$ cat src/rtl/aha_sif_arb_pkg.sv
// Shared types and sizing helpers for the two-requester SIF arbiter.
package aha_sif_arb_pkg;

  localparam int unsigned NUM_REQ = 2;

  typedef logic req_id_t;

  function automatic int unsigned cnt_width(input int unsigned max_out);
    return $clog2(max_out + 1);
  endfunction

endpackage

$ cat src/rtl/aha_sif_tag_fifo.sv
// In-order FIFO of requester IDs, one entry per outstanding SIF read.
module aha_sif_tag_fifo
  import aha_sif_arb_pkg::*;
#(
  parameter int unsigned DEPTH = 4,
  parameter int unsigned CNT_W = cnt_width(DEPTH)
) (
  input  logic             clk,
  input  logic             reset,
  input  logic             push,
  input  req_id_t          push_id,
  input  logic             pop,
  output req_id_t          head,
  output logic [CNT_W-1:0] count,
  output logic             full,
  output logic             empty
);

  localparam int unsigned PTR_W = $clog2(DEPTH);

  logic [DEPTH-1:0] mem_q, mem_d;
  logic [PTR_W-1:0] wr_ptr_q, wr_ptr_d;
  logic [PTR_W-1:0] rd_ptr_q, rd_ptr_d;
  logic [CNT_W-1:0] count_q, count_d;
  logic             do_push;
  logic             do_pop;

  assign full    = (count_q == CNT_W'(DEPTH));
  assign empty   = (count_q == '0);
  assign do_push = push && !full;
  assign do_pop  = pop && !empty;

  // Pointers wrap naturally because DEPTH is a power of two.
  always_comb begin
    mem_d    = mem_q;
    wr_ptr_d = wr_ptr_q;
    rd_ptr_d = rd_ptr_q;
    count_d  = count_q;
    if (do_push) begin
      mem_d[wr_ptr_q] = push_id;
      wr_ptr_d        = wr_ptr_q + PTR_W'(1);
    end
    if (do_pop) begin
      rd_ptr_d = rd_ptr_q + PTR_W'(1);
    end
    case ({do_push, do_pop})
      2'b10:   count_d = count_q + CNT_W'(1);
      2'b01:   count_d = count_q - CNT_W'(1);
      default: count_d = count_q;
    endcase
  end

  always_ff @(posedge clk) begin
    if (reset) begin
      mem_q    <= '0;
      wr_ptr_q <= '0;
      rd_ptr_q <= '0;
      count_q  <= '0;
    end else begin
      mem_q    <= mem_d;
      wr_ptr_q <= wr_ptr_d;
      rd_ptr_q <= rd_ptr_d;
      count_q  <= count_d;
    end
  end

  assign head  = mem_q[rd_ptr_q];
  assign count = count_q;

endmodule

$ cat src/rtl/aha_sif_arbiter.sv
// Round-robin arbiter sharing one CGRA SIF port between two requesters,
// routing in-order read responses back to the issuing requester.
module aha_sif_arbiter
  import aha_sif_arb_pkg::*;
#(
  parameter int unsigned ADDR_WIDTH      = 22,
  parameter int unsigned DATA_WIDTH      = 64,
  parameter int unsigned MAX_OUTSTANDING = 4
) (
  input  logic                                     CLK,
  input  logic                                     RESET,
  input  logic [NUM_REQ-1:0]                       REQ_VALID,
  input  logic [NUM_REQ-1:0]                       REQ_WRITE,
  input  logic [NUM_REQ*ADDR_WIDTH-1:0]            REQ_ADDR,
  input  logic [NUM_REQ*DATA_WIDTH-1:0]            REQ_WDATA,
  input  logic [NUM_REQ*(DATA_WIDTH/8)-1:0]        REQ_WSTRB,
  output logic [NUM_REQ-1:0]                       REQ_READY,
  output logic [NUM_REQ-1:0]                       RSP_VALID,
  output logic [DATA_WIDTH-1:0]                    RSP_DATA,
  output logic [ADDR_WIDTH-1:0]                    SIF_WR_ADDR,
  output logic                                     SIF_WR_EN,
  output logic [DATA_WIDTH-1:0]                    SIF_WR_DATA,
  output logic [DATA_WIDTH/8-1:0]                  SIF_WR_STRB,
  output logic [ADDR_WIDTH-1:0]                    SIF_RD_ADDR,
  output logic                                     SIF_RD_EN,
  input  logic [DATA_WIDTH-1:0]                    SIF_RD_DATA,
  input  logic                                     SIF_RD_VALID,
  output logic [cnt_width(MAX_OUTSTANDING)-1:0]    RD_OUTSTANDING,
  output logic                                     ERR_UNEXPECTED
);

  localparam int unsigned STRB_W = DATA_WIDTH / 8;
  localparam int unsigned CNT_W  = cnt_width(MAX_OUTSTANDING);

  logic [ADDR_WIDTH-1:0] req_addr  [NUM_REQ];
  logic [DATA_WIDTH-1:0] req_wdata [NUM_REQ];
  logic [STRB_W-1:0]     req_wstrb [NUM_REQ];

  logic [NUM_REQ-1:0] elig;
  logic [NUM_REQ-1:0] gnt;
  logic               gnt_any;
  req_id_t            gnt_idx;
  logic               gnt_write;

  req_id_t               rr_q, rr_d;
  logic                  wr_en_q, wr_en_d;
  logic                  rd_en_q, rd_en_d;
  logic [ADDR_WIDTH-1:0] wr_addr_q, wr_addr_d;
  logic [DATA_WIDTH-1:0] wr_data_q, wr_data_d;
  logic [STRB_W-1:0]     wr_strb_q, wr_strb_d;
  logic [ADDR_WIDTH-1:0] rd_addr_q, rd_addr_d;
  logic [NUM_REQ-1:0]    rsp_valid_q, rsp_valid_d;
  logic [DATA_WIDTH-1:0] rsp_data_q, rsp_data_d;
  logic                  err_q, err_d;

  logic             fifo_push;
  logic             fifo_pop;
  req_id_t          fifo_head;
  logic [CNT_W-1:0] fifo_count;
  logic             fifo_full;
  logic             fifo_empty;

  for (genvar i = 0; i < NUM_REQ; i++) begin : g_unpack
    assign req_addr[i]  = REQ_ADDR[i*ADDR_WIDTH +: ADDR_WIDTH];
    assign req_wdata[i] = REQ_WDATA[i*DATA_WIDTH +: DATA_WIDTH];
    assign req_wstrb[i] = REQ_WSTRB[i*STRB_W +: STRB_W];
  end

  // Reads need a free tag slot based on the registered count; writes never wait.
  always_comb begin
    elig = '0;
    for (int i = 0; i < int'(NUM_REQ); i++) begin
      elig[i] = !RESET && REQ_VALID[i] && (REQ_WRITE[i] || !fifo_full);
    end
    gnt_any   = |elig;
    gnt_idx   = (&elig) ? rr_q : req_id_t'(elig[1]);
    gnt       = gnt_any ? (NUM_REQ'(1) << gnt_idx) : '0;
    gnt_write = REQ_WRITE[gnt_idx];
  end

  assign fifo_push = gnt_any && !gnt_write;
  assign fifo_pop  = SIF_RD_VALID && !fifo_empty;

  always_comb begin
    rr_d        = rr_q;
    wr_en_d     = 1'b0;
    rd_en_d     = 1'b0;
    wr_addr_d   = wr_addr_q;
    wr_data_d   = wr_data_q;
    wr_strb_d   = wr_strb_q;
    rd_addr_d   = rd_addr_q;
    rsp_valid_d = '0;
    rsp_data_d  = rsp_data_q;
    err_d       = err_q;
    if (gnt_any) begin
      rr_d = ~gnt_idx;
      if (gnt_write) begin
        wr_en_d   = 1'b1;
        wr_addr_d = req_addr[gnt_idx];
        wr_data_d = req_wdata[gnt_idx];
        wr_strb_d = req_wstrb[gnt_idx];
      end else begin
        rd_en_d   = 1'b1;
        rd_addr_d = req_addr[gnt_idx];
      end
    end
    if (fifo_pop) begin
      rsp_valid_d = NUM_REQ'(1) << fifo_head;
      rsp_data_d  = SIF_RD_DATA;
    end
    if (SIF_RD_VALID && fifo_empty) begin
      err_d = 1'b1;
    end
  end

  always_ff @(posedge CLK) begin
    if (RESET) begin
      rr_q        <= '0;
      wr_en_q     <= 1'b0;
      rd_en_q     <= 1'b0;
      wr_addr_q   <= '0;
      wr_data_q   <= '0;
      wr_strb_q   <= '0;
      rd_addr_q   <= '0;
      rsp_valid_q <= '0;
      rsp_data_q  <= '0;
      err_q       <= 1'b0;
    end else begin
      rr_q        <= rr_d;
      wr_en_q     <= wr_en_d;
      rd_en_q     <= rd_en_d;
      wr_addr_q   <= wr_addr_d;
      wr_data_q   <= wr_data_d;
      wr_strb_q   <= wr_strb_d;
      rd_addr_q   <= rd_addr_d;
      rsp_valid_q <= rsp_valid_d;
      rsp_data_q  <= rsp_data_d;
      err_q       <= err_d;
    end
  end

  aha_sif_tag_fifo #(
    .DEPTH (MAX_OUTSTANDING),
    .CNT_W (CNT_W)
  ) u_tag_fifo (
    .clk     (CLK),
    .reset   (RESET),
    .push    (fifo_push),
    .push_id (gnt_idx),
    .pop     (fifo_pop),
    .head    (fifo_head),
    .count   (fifo_count),
    .full    (fifo_full),
    .empty   (fifo_empty)
  );

  assign REQ_READY      = gnt;
  assign RSP_VALID      = rsp_valid_q;
  assign RSP_DATA       = rsp_data_q;
  assign SIF_WR_ADDR    = wr_addr_q;
  assign SIF_WR_EN      = wr_en_q;
  assign SIF_WR_DATA    = wr_data_q;
  assign SIF_WR_STRB    = wr_strb_q;
  assign SIF_RD_ADDR    = rd_addr_q;
  assign SIF_RD_EN      = rd_en_q;
  assign RD_OUTSTANDING = fifo_count;
  assign ERR_UNEXPECTED = err_q;

endmodule

$ cat config.mk
export PLATFORM = sky130hd
export DESIGN_NAME = aha_sif_arbiter
export DESIGN_NICKNAME = d
export VERILOG_FILES = /design/src/rtl/aha_sif_arb_pkg.sv /design/src/rtl/aha_sif_tag_fifo.sv /design/src/rtl/aha_sif_arbiter.sv
export SDC_FILE = /design/constraint.sdc
export NUM_CORES = 1
export LEC_CHECK = 0
export CAP_MARGIN = 0
export CORE_AREA = 5 5 171 173
export CTS_CLUSTER_SIZE = 28
export DETAILED_ROUTE_END_ITERATION = 6
export DIE_AREA = 0 0 176 178
export GPL_TIMING_DRIVEN = 0
export PLACE_DENSITY = 0.71
export SETUP_SLACK_MARGIN = 0.4
export SLEW_MARGIN = 20
export SYNTH_ARGS = -nofsm -noshare
export SYNTH_HDL_FRONTEND = slang
export SYNTH_SLANG_ARGS = --single-unit
$ cat constraint.sdc
create_clock -name CLK -period 4.06 [get_ports CLK]
set_input_delay 0.812 -clock CLK [delete_from_list [all_inputs] [get_ports CLK]]
set_output_delay 0.812 -clock CLK [all_outputs]
set_load 0.1 [all_outputs]
==> out/qor.tcl <==
set qor(critical-path-top-delay-family) {buffers and inverters}
set qor(synthesized_instance_count) 1008
set qor(critical_path_class) {in -> out}
set qor(global_route.overflow_total) 0
set qor(dp_hpwl_um) 30100
set qor(die_height_um) 178
set qor(synthesized_area_mm2) 0.00928
set qor(timing.hold.worst_path_depth) 2
set qor(groute.layer.met1.usage) 0.299
set qor(totalNegativeSetupSlack_ps) 0
set qor(endpoint_kind) {output port}
set qor(worstPathBufferInverterCount) 4
set qor(place.gp.congestion) 0.879
set qor(cellLeakagePower_nw) 5.15
set qor(worstSetupStartpointType) {input pin}
set qor(grt_util_met3) 0.0572
set qor(run_status) {finished, final reports clean}
set qor(finalClockSkew_ps) 11.4
set qor(clock_sinks) 197
set qor(timing.critical_path.fanout_max) 10
set qor(die_extent_in_x_um) 176
set qor(layout-drive-gt1-share) 0.0510
set qor(boundaryPins) 449
set qor(clock_tree.htree_level_count) 4
set qor(timing.critical_path.cells) {clkdlybuf4s50_1 -> or4b_4 -> a2111oi_4 -> buf_6 -> buf_6 -> buf_8}
set qor(timing.final.hold_violations) 0
set qor(min_period_ps) 3610
set qor(ys.warnings.count) 0
set qor(grtUsageTotal) 0.236
set qor(timing.rr.end) {u_tag_fifo.count[2]$_SDFFE_PP0P_}
set qor(clk_latency_ps) 430
set qor(cts-buffers-inserted) 17
set qor(grt_start_max_net_pins) 22
set qor(critical_path.slowest_cell) {sky130_fd_sc_hd__or4b_4}
set qor(cap_viol_max_count) 0
set qor(routed-via-count) 9809
set qor(hold_class) {reg -> reg}
set qor(vias_per_cell) 5.34
set qor(timing.reg2reg.setup_slack_ps) 930
set qor(finish.net_count) 1741
set qor(synth-seq-area-share) 0.425
set qor(report.final.setup_viol) 0
set qor(layout.area.seq_mm2) 0.00394
set qor(timing.rr.start) {u_tag_fifo.count[2]$_SDFFE_PP0P_}
set qor(slew_headroom) 0.251
set qor(tightestPinTransition_ps) 1120
set qor(core_area_mm2) 0.0275
set qor(postSynthAreaPerCell_um2) 9.20
set qor(die_area_mm2) 0.0313
set qor(drc_errors) 0
set qor(grt_antenna_before_repair) 2
set qor(synth_fp_nets) 1273
set qor(cts_tree) {yes}
set qor(cp.required_ps) 3250
set qor(global_route.usage.met2) 0.405
set qor(setup_repair_after_global_routing_missed_its_margin) {no}
set qor(synth_seq_cells) 197
set qor(fillCellCount) 2496
set qor(floorplan.rows) 61
set qor(initial_core_utilization) 0.338
set qor(finish.instance_area_mm2) 0.0148
set qor(root_buffer) {sky130_fd_sc_hd__clkbuf_16}
set qor(routed_wirelength_um) 39000
set qor(dpl-instance-area_mm2) 0.0142
set qor(clk_pin_slew_worst_paths_ps) 70
set qor(detailedRoute.firstPassIterationCount) 5
set qor(fin_hold_ws_ps) 455
set qor(postRouteAntennaNets) 0
set qor(worst_ir_drop_vdd_v) 0.000245
set qor(clockBufferDepth) 2
set qor(pwr_density_cell_mw_per_mm2) 498
set qor(timing.fmax_mhz) 277
set qor(min_delay_src) {RSP_DATA[57]$_SDFFE_PP0P_}
set qor(wirelength_per_cell_um) 21.2
set qor(globalRoute.busiestLayer) {met2}
set qor(wire_length_of_the_first_global_routing_pass_um) 57700
set qor(final_max_slew_viol_count) 0
set qor(multiInputGateArea_mm2) 0.00476
set qor(hold_end) {RSP_DATA[57]$_SDFFE_PP0P_}
set qor(layout-area-overhead-vs-synth_pct) 60.0
set qor(placement.io_buffers) 447
set qor(path_common_cell) {sky130_fd_sc_hd__buf_6}
set qor(period_utilization_post_route) 0.888
set qor(cells_on_worst_reg2reg_path) 11
set qor(detailedRoute.firstIterationViolations) 641
set qor(grt_pass1_vias) 9644
set qor(critical-path-max-stage-delay_ps) 540
set qor(synth.distinct_cells) 38
set qor(timing.critical_path.arrival_ps) 2790
report_power, final:
group / switching (mW) / leakage, nW / internal [mW]
registers: 0.153 / 1.61 / 2.16
logic: 2.41 / 3.26 / 0.933
clock network: 0.903 / 0.283 / 0.839
total: 3.47 / 5.15 / 3.93
sequential cells by signal (all words and copies together), names as in the netlist, 3 cells and up:
name,flops
RSP_DATA,64
SIF_WR_STRB,8
u_tag_fifo.mem_q,4
SIF_RD_ADDR,22
SIF_WR_ADDR,22
SIF_WR_DATA,64
u_tag_fifo.count,3
stage by stage:
step	setup WS (ps)	utilization	total power, mW	cells
final	453	0.540	7.40	1837
after floorplan	577	-	4.69	1008
after global routing	400	0.540	7.70	1837
after detailed placement	-934	0.517	5.69	1801
after global placement	-899	0.517	5.66	1801
after CTS	381	0.540	7.44	1835
logic make-up (layout without fill, tap and decap cells):
group / Yosys count / after routing / share of synthesized area
adder cells (fa/ha/maj): 6 / 6 / 0.00890
buffers and inverters: 131 / 612 / 0.0639
other: 0 / 2 / 0
AO/OA/AOI/OAI: 317 / 317 / 0.258
XOR/XNOR: 4 / 4 / 0.00378
AND/OR/NAND/NOR: 258 / 258 / 0.137
flip-flops: 197 / 197 / 0.425
multiplexers: 95 / 95 / 0.104
synthesized netlist by cell type, drive strengths merged:
cell type  instances  area share
a2111oi            1      0.0030
a211oi            22       0.018
a21oi             96       0.052
a311oi            94       0.089
a31oi              1     0.00067
a32o               1      0.0011
a32oi              1     0.00094
and2               1     0.00067
buf               36       0.025
clkbuf            82       0.033
dfxtp            197        0.43
fa                 1      0.0022
ha                 5      0.0067
inv               13      0.0053
mux2i             94        0.10
mux4               1      0.0024
nand2            131       0.053
nand2b            98       0.066
nand3              2      0.0011
nand3b             1     0.00081
nand4              4      0.0027
nor2               8      0.0032
nor2b              3      0.0020
nor3               4      0.0022
nor3b              1     0.00081
nor4b              1     0.00094
o21ai              3      0.0016
o31ai              4      0.0032
o32ai             94       0.089
or2                1     0.00067
or3                1     0.00067
or3b               1     0.00094
or4b               1      0.0011
xnor2              1     0.00094
xor2               3      0.0028
layout by cell type (no fill, tap or decap), types with 4 or more instances in the layout:
| master | n |
|---|---|
| sky130_fd_sc_hd__a211oi_1 | 22 |
| sky130_fd_sc_hd__a21oi_1 | 96 |
| sky130_fd_sc_hd__a311oi_1 | 94 |
| sky130_fd_sc_hd__buf_1 | 5 |
| sky130_fd_sc_hd__buf_2 | 17 |
| sky130_fd_sc_hd__buf_4 | 7 |
| sky130_fd_sc_hd__buf_6 | 9 |
| sky130_fd_sc_hd__clkbuf_1 | 78 |
| sky130_fd_sc_hd__clkbuf_16 | 17 |
| sky130_fd_sc_hd__clkbuf_2 | 4 |
| sky130_fd_sc_hd__clkdlybuf4s50_1 | 445 |
| sky130_fd_sc_hd__clkinv_8 | 5 |
| sky130_fd_sc_hd__dfxtp_1 | 197 |
| sky130_fd_sc_hd__ha_1 | 5 |
| sky130_fd_sc_hd__inv_1 | 13 |
| sky130_fd_sc_hd__mux2i_1 | 94 |
| sky130_fd_sc_hd__nand2_1 | 131 |
| sky130_fd_sc_hd__nand2b_1 | 98 |
| sky130_fd_sc_hd__nand4_1 | 4 |
| sky130_fd_sc_hd__nor2_1 | 8 |
| sky130_fd_sc_hd__o31ai_1 | 4 |
| sky130_fd_sc_hd__o32ai_1 | 94 |
cell type report:
class | count | area share
Antenna cell | 2 | 0.000337
Clock buffer | 17 | 0.0287
Sequential cell | 197 | 0.266
Clock inverter | 15 | 0.0121
Multi-Input combinational cell | 680 | 0.321
Buffer | 118 | 0.0374
Inverter | 13 | 0.00329
Timing Repair Buffer | 449 | 0.303
Tap cell | 346 | 0.0292
routing by layer:
layer | vias to the layer above | share of wire | routed length [µm]
met5 | - | 0 | 0
met4 | 0 | 0.021 | 810
met3 | 36 | 0.067 | 2630
met2 | 357 | 0.49 | 19100
met1 | 4668 | 0.42 | 16500
li1 | 4748 | - | -
timing repair:
item,CTS,global route
resized for setup,20,3
endpoints found under the setup margin,3,11
hold buffers,0,0
pin swaps,1,1
setup buffers,2,0
worst reg2reg max path, cell delays in order (launching register included):
cell and delay (ps):
sky130_fd_sc_hd__dfxtp_1 490, sky130_fd_sc_hd__or3b_1 430, sky130_fd_sc_hd__nand2b_1 280, sky130_fd_sc_hd__nor2_1 240, sky130_fd_sc_hd__clkbuf_1 300, sky130_fd_sc_hd__inv_1 110, sky130_fd_sc_hd__ha_1 180, sky130_fd_sc_hd__inv_1 60
sky130_fd_sc_hd__fa_1 370, sky130_fd_sc_hd__xor2_1 160, sky130_fd_sc_hd__or3_1 310, sky130_fd_sc_hd__a21oi_1 130
worst max path at each step:
stage / slack (ps) / depth (start not counted) / to / from
after detailed placement: -930 / 6 / REQ_READY[0] / RESET
after global routing: 400 / 6 / REQ_READY[1] / REQ_WRITE[0]
after CTS: 380 / 6 / REQ_READY[0] / RESET
after global placement: -900 / 6 / REQ_READY[1] / REQ_WRITE[0]
after floorplan: 580 / 4 / REQ_READY[1] / u_tag_fifo.count[2]$_SDFFE_PP0P_
final: 450 / 6 / REQ_READY[1] / REQ_WRITE[0]
No activity file was read; power rests on OpenSTA's default activity.
==> RTL edit, RTL diff (config.mk and constraints unchanged) <==
`wr_addr_q` no longer has a reset.
--- a/src/rtl/aha_sif_arbiter.sv
+++ b/src/rtl/aha_sif_arbiter.sv
@@ -119,5 +119,4 @@
       wr_en_q     <= 1'b0;
       rd_en_q     <= 1'b0;
-      wr_addr_q   <= '0;
       wr_data_q   <= '0;
       wr_strb_q   <= '0;
@@ -130,5 +129,4 @@
       wr_en_q     <= wr_en_d;
       rd_en_q     <= rd_en_d;
-      wr_addr_q   <= wr_addr_d;
       wr_data_q   <= wr_data_d;
       wr_strb_q   <= wr_strb_d;
@@ -138,4 +136,8 @@
       err_q       <= err_d;
     end
+  end
+
+  always_ff @(posedge CLK) begin
+    wr_addr_q <= wr_addr_d;
   end
 
Function: differs if RESET is asserted again (counterexample within 4 cycles, from zero or initial values and one cycle with RESET high); with RESET held inactive, the same outputs for 4 cycles.
==> RTL edit against the unedited design <==
  * Setup slack improved by 30 ps
  * Power up 2.0%
  * Wire length is 20% lower
  * Global-route usage decreased by 5.0 points
  * Largest cell class unchanged
  * Area after synthesis fell by 12%
  * Sequential cell count is the same
  * Critical endpoint unchanged
  * Cell area decreased by 7.6%
  * Critical path depth unchanged
==> RTL edit: results (changes against the unedited design) <==
stage,metric,value,unit,change
grt,global-route met3 utilization,6.295,%,+0.57 points
final_layout,count of multi-input combinational gates,540,,-21%
final_layout,total inserted antenna cells,0,,-2
worst_setup_path,flop2flop setup slack,1150,ps,+220 ps
min_path,min-delay src,RSP_DATA[21],,
pwr,peak supply drop,0.0003119,V,+27%
grt,number of antenna violations at the first check in global routing,0,,-2
place,Setup Slack @ Placement,-871.5,ps,+62.30 ps
routing,number of violations reported at the end of detailed-routing iteration 0,428,,-33%
yosys,number of unique standard cell types used by synthesis,42,,+11%
grt,first-pass GRT wire length,45.51,mm,-21%
final_layout,Filler cells,2552,,+2.2%
sta,Worst Max-Slew Pin Slew,1055,ps,-65.19 ps
yosys,sequential fraction of the synthesis area,51.23,%,+8.7 points
yosys,post-synthesis instance total,824,,-18%
routing,WL met1,12.47,mm,-24%
grt,met2 global-route usage,33.37,%,-7.2 points
final_layout,FF/Latch Area,0.004164,mm²,+5.6%
final_layout,fraction of cell area in non-clock buffers,35.67,%,+1.7 points
routing,WL met2,15.65,mm,-18%
final_layout,clock buffer count,18,,+1
routing,Pre-Repair DR Iteration Count,4,,-1
final_layout,multi-input gate share of the layout cell area,26.14,%,-5.9 points
pwr,Pleak,5.033,nW,-2.2%
place,post-detailed-placement cell area,0.01308,mm²,-7.9%
final_layout,Non-clk bufs,524,,-7.6%
routing,met3 wire length,2.643,mm,+0.61%
grt,met1 GRT Util,21.56,%,-8.4 points
sta,Fmax,279.6,MHz,+0.84%
routing,number of vias per cell after detailed routing,4.809,,-9.9%
status,run status,completed,,
sta,Fin Clk Skew,11.91,ps,+0.5447 ps
[RTL edit: cell types whose count changed after synthesis, moves of 17 or more]
cell and change:
sky130_fd_sc_hd__o32ai_1 -93, sky130_fd_sc_hd__mux2_2 +22, sky130_fd_sc_hd__a211oi_1 +50, sky130_fd_sc_hd__a311oi_1 -90
sky130_fd_sc_hd__dfxtp_1 -22, sky130_fd_sc_hd__nand2b_1 -96, sky130_fd_sc_hd__clkbuf_1 -24, sky130_fd_sc_hd__edfxtp_1 +22
sky130_fd_sc_hd__o211a_1 +22, sky130_fd_sc_hd__a21oi_1 +47, sky130_fd_sc_hd__buf_2 -17, sky130_fd_sc_hd__mux2i_1 -22
sky130_fd_sc_hd__a21o_1 +22
[RTL edit: cell families (layout without fill, tap and decap cells)]
family | Yosys count | count (layout) | synth area share [%]
buf+inv | 87 | 569 | 4.957
flops | 197 | 197 | 51.23
compound gates | 276 | 276 | 21.97
fa+ha+maj | 6 | 6 | 1.016
mux | 95 | 95 | 12.19
simple gates | 159 | 159 | 8.205
xor+xnor | 4 | 4 | 0.4311
[RTL edit: power by group through the flow]
stage | registers [W] | logic [W] | clock network, W
2_1_floorplan | 0.00412 | 0.000746 | 0
3_3_place_gp | 0.00241 | 0.00344 | 0
3_5_place_dp | 0.00242 | 0.00346 | 0
4_1_cts | 0.00238 | 0.00347 | 0.00177
5_1_grt | 0.00241 | 0.00360 | 0.00185
6_report | 0.00238 | 0.00345 | 0.00172
[RTL edit: worst max-delay path: stages]
cell and delay [ps]:
sky130_fd_sc_hd__clkdlybuf4s50_1 470, sky130_fd_sc_hd__or4b_4 550, sky130_fd_sc_hd__a211oi_4 340, sky130_fd_sc_hd__buf_12 210
sky130_fd_sc_hd__buf_8 190, sky130_fd_sc_hd__buf_12 190
